==> src/rtl/uart_tx_frame_if.sv <==
// Handshake bundle between the I/O register block (master) and the frame transmitter (slave).
// The master owns start/data/len. The slave owns busy/done/tx.
interface uart_tx_frame_if #(
    parameter int MAX_BYTES = 8
);
    localparam int LW = $clog2(MAX_BYTES + 1);

    // start is a request, not a valid/ready pair: it is taken only when the
    // transmitter is idle and len is non-zero. busy covers the whole frame,
    // and done pulses once in the cycle busy falls.
    logic                   start;
    logic [8*MAX_BYTES-1:0] data;
    logic [LW-1:0]          len;
    logic                   busy;
    logic                   done;
    logic                   tx;

    modport master (output start, output data, output len,
                    input  busy,  input  done, input  tx);
    modport slave  (input  start, input  data, input  len,
                    output busy,  output done, output tx);
endinterface

==> src/rtl/uart_tx_frame.sv <==
// Multi-byte UART transmitter with an internal baud divider, configurable stop bits and a busy/done handshake.
// Defining UART_TX_PARITY_EN adds an even-parity bit after the data bits of each byte.
module uart_tx_frame #(
    parameter int BAUD_DIV  = 434,
    parameter int MAX_BYTES = 8,
    parameter int STOP_BITS = 1
) (
    input  logic               clk,
    input  logic               rst_n,
    uart_tx_frame_if.slave     bus,
    output logic [2:0]         state_dbg
);
    localparam int LW = $clog2(MAX_BYTES + 1);
    localparam int IW = (MAX_BYTES > 1) ? $clog2(MAX_BYTES) : 1;
    localparam int BW = $clog2(BAUD_DIV);

`ifdef UART_TX_PARITY_EN
    typedef enum logic [2:0] {
        S_IDLE   = 3'd0,
        S_START  = 3'd1,
        S_DATA   = 3'd2,
        S_PARITY = 3'd3,
        S_STOP   = 3'd4,
        S_DONE   = 3'd5
    } state_t;
`else
    typedef enum logic [2:0] {
        S_IDLE   = 3'd0,
        S_START  = 3'd1,
        S_DATA   = 3'd2,
        S_STOP   = 3'd4,
        S_DONE   = 3'd5
    } state_t;
`endif

    state_t                 state;
    logic [8*MAX_BYTES-1:0] frame_data;
    logic [IW-1:0]          idx;
    logic [BW-1:0]          baud_cnt;
    logic [2:0]             bit_cnt;
    logic                   stop_cnt;
    logic                   tx_r;
    logic                   busy_r;
    logic                   done_r;

    logic                   bit_end;
    logic [LW-1:0]          len_clamp;
    logic [IW-1:0]          idx_init;
    logic [7:0]             cur_byte;
    logic                   accept;

    always_comb begin
        bit_end   = (baud_cnt == BW'(BAUD_DIV - 1));
        len_clamp = (bus.len > LW'(MAX_BYTES)) ? LW'(MAX_BYTES) : bus.len;
        idx_init  = IW'(len_clamp - LW'(1));
        cur_byte  = frame_data[{idx, 3'b000} +: 8];
        accept    = bus.start && (state == S_IDLE) && (bus.len != '0);
    end

    // Every output is registered so tx changes only on bit boundaries.
    always_ff @(posedge clk or negedge rst_n) begin
        if (!rst_n) begin
            state      <= S_IDLE;
            frame_data <= '0;
            idx        <= '0;
            baud_cnt   <= '0;
            bit_cnt    <= '0;
            stop_cnt   <= 1'b0;
            tx_r       <= 1'b1;
            busy_r     <= 1'b0;
            done_r     <= 1'b0;
        end else begin
            done_r <= 1'b0;

            if (state == S_IDLE || state == S_DONE) begin
                baud_cnt <= '0;
            end else if (bit_end) begin
                baud_cnt <= '0;
            end else begin
                baud_cnt <= baud_cnt + BW'(1);
            end

            case (state)
                S_IDLE: begin
                    if (accept) begin
                        frame_data <= bus.data;
                        idx        <= idx_init;
                        state      <= S_START;
                        tx_r       <= 1'b0;
                        busy_r     <= 1'b1;
                    end
                end

                S_START: begin
                    if (bit_end) begin
                        state   <= S_DATA;
                        bit_cnt <= '0;
                        tx_r    <= cur_byte[0];
                    end
                end

                S_DATA: begin
                    if (bit_end) begin
                        if (bit_cnt == 3'd7) begin
`ifdef UART_TX_PARITY_EN
                            state <= S_PARITY;
                            tx_r  <= ^cur_byte;
`else
                            state    <= S_STOP;
                            tx_r     <= 1'b1;
                            stop_cnt <= 1'b0;
`endif
                        end else begin
                            bit_cnt <= bit_cnt + 3'd1;
                            tx_r    <= cur_byte[bit_cnt + 3'd1];
                        end
                    end
                end

`ifdef UART_TX_PARITY_EN
                S_PARITY: begin
                    if (bit_end) begin
                        state    <= S_STOP;
                        tx_r     <= 1'b1;
                        stop_cnt <= 1'b0;
                    end
                end
`endif

                S_STOP: begin
                    if (bit_end) begin
                        if (stop_cnt == 1'(STOP_BITS - 1)) begin
                            // Next start bit follows the last stop bit with no idle gap.
                            if (idx != '0) begin
                                idx   <= idx - IW'(1);
                                state <= S_START;
                                tx_r  <= 1'b0;
                            end else begin
                                state  <= S_DONE;
                                done_r <= 1'b1;
                                busy_r <= 1'b0;
                                tx_r   <= 1'b1;
                            end
                        end else begin
                            stop_cnt <= 1'b1;
                        end
                    end
                end

                S_DONE: begin
                    state <= S_IDLE;
                end

                default: begin
                    state  <= S_IDLE;
                    tx_r   <= 1'b1;
                    busy_r <= 1'b0;
                end
            endcase
        end
    end

    assign bus.tx    = tx_r;
    assign bus.busy  = busy_r;
    assign bus.done  = done_r;
    assign state_dbg = state;
endmodule

==> src/flat_wrapper.sv <==
// flat-port wrapper written by rule: the top's interface ports become plain ports
module uart_tx_frame_flat 
#(
    parameter int BAUD_DIV  = 434,
    parameter int MAX_BYTES = 8,
    parameter int STOP_BITS = 1
)
  (clk, rst_n, state_dbg, bus_start, bus_data, bus_len, bus_busy, bus_done, bus_tx);
  uart_tx_frame_if #(.MAX_BYTES(MAX_BYTES)) bus_i ();
  input  logic clk;
  input  logic rst_n;
  output logic [2:0] state_dbg;
  input wire logic [$bits(bus_i.start)-1:0] bus_start;
  input wire logic [$bits(bus_i.data)-1:0] bus_data;
  input wire logic [$bits(bus_i.len)-1:0] bus_len;
  output wire logic [$bits(bus_i.busy)-1:0] bus_busy;
  output wire logic [$bits(bus_i.done)-1:0] bus_done;
  output wire logic [$bits(bus_i.tx)-1:0] bus_tx;
  assign bus_i.start = bus_start;
  assign bus_i.data = bus_data;
  assign bus_i.len = bus_len;
  assign bus_busy = bus_i.busy;
  assign bus_done = bus_i.done;
  assign bus_tx = bus_i.tx;
  uart_tx_frame #(.BAUD_DIV(BAUD_DIV), .MAX_BYTES(MAX_BYTES), .STOP_BITS(STOP_BITS)) u_core (.clk(clk), .rst_n(rst_n), .bus(bus_i), .state_dbg(state_dbg));
endmodule
==> config.mk <==
export PLATFORM = sky130hd
export DESIGN_NAME = uart_tx_frame_flat
export DESIGN_NICKNAME = d
export VERILOG_FILES = /design/src/rtl/uart_tx_frame_if.sv /design/src/rtl/uart_tx_frame.sv /design/src/flat_wrapper.sv
export SDC_FILE = /design/constraint.sdc
export NUM_CORES = 1
export LEC_CHECK = 0
export BUFFER_PORTS_ARGS = -buffer_cell sky130_fd_sc_hd__clkbuf_2
export CORE_MARGIN = 2
export CORE_UTILIZATION = 50
export DETAILED_ROUTE_END_ITERATION = 8
export PLACE_DENSITY = 0.84
export SYNTH_ARGS = -nofsm -noshare
export SYNTH_HDL_FRONTEND = slang
export SYNTH_SLANG_ARGS = --single-unit
export TNS_END_PERCENT = 30
==> constraint.sdc <==
create_clock -name clk -period 2.55 [get_ports clk]
set_input_delay 0.1275 -clock clk [delete_from_list [all_inputs] [get_ports clk]]
set_output_delay 0.1275 -clock clk [all_outputs]
set_load 0.01 [all_outputs]
==> flow_metrics.env <==
export IMPL_setup_viol=0
export IMPL_yosysWarnings=0
export IMPL_utilization=0.680
export IMPL_wl_um=9220
export IMPL_ir_drop_v=0.000388
export IMPL_p_leak_uw=0.00244
export IMPL_wl_per_cell_um=16.8
export IMPL_drive_gt1_frac=0.425
export IMPL_drt_iter0_markers=187
export IMPL_slew_violations=0
export IMPL_rows=32
export IMPL_outcome="finished clean"
export IMPL_max_freq_mhz=417
export IMPL_drtAntennaViolNets=0
export IMPL_cts_sinks=85
export IMPL_rsz0062_at_grt="no"
export IMPL_finalCritPeriodShare=0.939
export IMPL_grt_ovfl_total=0
export IMPL_root_buffer="clkbuf_8"
export IMPL_synthFlopType="dfrtp_1"
export IMPL_area_growth_syn_to_layout_pct=30.1
export IMPL_synth_top_cell_area_share=0.515
export IMPL_synth_seq_cells=85
export IMPL_syn_inst=311
export IMPL_critical_path_class="register to register"
export IMPL_min_delay_start="bus_data[37]"
export IMPL_numCtsBuffers=9
export IMPL_pin_count=77
export IMPL_dp_slack_ps=69.2
export IMPL_dieArea_um2=8900
export IMPL_end_kind="register"
export IMPL_clkTransAtPathRegs_ps=90
export IMPL_synthesis_nets=387
export IMPL_worstHoldPathType="primary input to register"
export IMPL_layoutNonFillerInstCount=547
export IMPL_hold_ws_ps=8.80
export IMPL_slew_headroom=0.318
export IMPL_synth_common_cells="dfrtp_1, mux2_2, nor2_1"
export IMPL_fp_dieH_um=94.4
export IMPL_initial_core_util=0.523
export IMPL_fin_crit_ps=2400
export IMPL_antenna_cells=0
export IMPL_rrSetupSlack_ps=150
export IMPL_synth_area_top_cells="dfrtp_1, mux2_2, mux4_2"
export IMPL_yosys_cell_types_count=40
export IMPL_dp_cells=484
export IMPL_num_vias=3010
export IMPL_die_w_um=94.4
export IMPL_cts_max_level=3
export IMPL_yosysMostFrequentCell="dfrtp_1"
export IMPL_synth_edf_count=0
export IMPL_place_congestion=0.992
export IMPL_synthArstFlopShare=1.00
export IMPL_critPathMaxFanout=3
export IMPL_seq_area_frac_synth=0.521
export IMPL_fin_skew_ps=7.84
export IMPL_grt_pass1_wl_um=15100
export IMPL_holdPathEnd="u_core.frame_data[37]$_DFFE_PN0P_"
export IMPL_grtUsageTotal=0.227
export IMPL_insertion_delay_ps=360
export IMPL_syn_cell_area_um2=4080
export IMPL_reg2reg_depth=6
export IMPL_grt_max_degree=86
export IMPL_cts_tree="built"
export IMPL_grt_pass1_vias=3219
export IMPL_port_buffer_count=76
export IMPL_rr_endpoint="u_core.bus.tx$_DFFE_PN1P_"
export IMPL_nNetsFinal=516
export IMPL_maxCapViolCount=0
export IMPL_place_detailed_hpwl_um=5960
export IMPL_drt_pass1_iterations=4
export IMPL_worstPathRequired_ps=2830
export IMPL_tightestPinTransition_ps=1020
export IMPL_cts_setup_buffers=0
export IMPL_worstPathArrival_ps=2670
export IMPL_synth_area_leader_cell="dfrtp_1"
export IMPL_fp_coreArea_um2=7810
export IMPL_syn_area_per_cell_um2=13.1
export IMPL_clockBufferDepth=2
export IMPL_setup_ws_ps=154
export IMPL_drc=0
export IMPL_hold_viol_final=0
export IMPL_start_kind="register"
export IMPL_r2r_start="u_core.baud_cnt[6]$_DFF_PN0_"
export IMPL_viasPerCell=5.50
export IMPL_antenna_found_initial=0
export IMPL_hold_depth=2
export IMPL_p_per_area_nw_per_um2=640
export IMPL_fin_setup_tns_ps=0
-- final cells by class --
cell class / count / area, µm²
Clock buffer: 10 / 128
Clock inverter: 6 / 71.3
Fill cell: 541 / 2500
Inverter: 8 / 30.0
Multi-Input combinational cell: 200 / 1860
Sequential cell: 85 / 2130
Tap cell: 102 / 128
Timing Repair Buffer: 136 / 963
-- placed cells by master (no fill, tap or decap), types with 2 or more instances in the layout --
cell            n
o21ai_1         2
inv_6           2
xnor2_1         3
nand2_1        12
dfrtp_1        84
nand4_1         3
nor3_1          7
or3_1           2
mux2i_1        10
a21oi_1        10
xor2_1          3
nand3_1         4
clkinvlp_4      2
mux2_2         65
o21ai_0        11
inv_1           8
nor3b_1         3
nor2_1         20
a211oi_1        3
nor2b_1         4
clkbuf_2       75
and3_1          2
ha_1            5
mux4_2         16
clkbuf_8        9
dlygate4sd3_1  47
a2111oi_0       2
buf_4          13
-- layer usage --
layer  vias up  track usage  part of all wire  wire length [µm]
li1       1396            -                 -                 -
met3        26       0.0535             0.054               494
met4         0       0.0966             0.031               283
met1      1478        0.269              0.39              3600
met2       110        0.396              0.52              4840
met5         -            0                 0                 0
-- report_power, final --
| group | internal (µW) | switching (µW) |
|---|---|---|
| registers | 1550 | 142 |
| clock network | 461 | 506 |
| logic | 438 | 295 |
| total | 2450 | 943 |
-- kinds of logic after synthesis --
group,share of synthesized area
AOI/OAI and AO/OA,0.0585
and+or+nand+nor,0.0735
xor gates and xnor gates,0.0129
adders and majority gates,0.0153
DFF,0.521
buffers and inverters,0.0264
muxes,0.292
-- through the flow --
step	power, µW	area (µm²)
2_1_floorplan	2130	4080
4_1_cts	3410	5290
6_report	3400	5310
5_1_grt	3570	5310
3_3_place_gp	2340	4630
3_5_place_dp	2380	4630
-- flip-flops by register name, indices dropped and copies added (netlist names) --
name               cells
u_core.baud_cnt        9
u_core.bit_cnt         3
u_core.bus.busy        1
u_core.bus.done        1
u_core.bus.tx          1
u_core.frame_data     64
u_core.idx             3
u_core.state_dbg       3
-- worst max-delay path, cell delays in order, from the launching register on --
cell and delay [ps]:
dfrtp_1 410, or4b_1 540, or2_1 260, a32o_1 260
or4_4 550, a2111oi_4 210, a211oi_1 90
-- how the worst max path moves through the flow --
stage                     depth (start not counted)                         to  slack, ps                    startpoint
after floorplan                                   7  u_core.bus.tx$_DFFE_PN1P_         60  u_core.baud_cnt[3]$_DFF_PN0_
after global placement                            6  u_core.bus.tx$_DFFE_PN1P_        130  u_core.baud_cnt[6]$_DFF_PN0_
after detailed placement                          6  u_core.bus.tx$_DFFE_PN1P_         70  u_core.baud_cnt[6]$_DFF_PN0_
after CTS                                         6  u_core.bus.tx$_DFFE_PN1P_         60  u_core.baud_cnt[6]$_DFF_PN0_
after global routing                              7  u_core.bus.tx$_DFFE_PN1P_         20     u_core.idx[0]$_DFFE_PN0P_
final                                             6  u_core.bus.tx$_DFFE_PN1P_        150  u_core.baud_cnt[6]$_DFF_PN0_
-- repair_timing --
| action | 4_1_cts | 5_1_grt |
|---|---|---|
| endpoints found under the hold margin | 111 | 1 |
| endpoints found under the setup margin | 0 | 1 |
| gates resized for setup | 0 | 1 |
| hold buffers | 46 | 1 |
No activity file was read; power rests on OpenSTA's default activity.
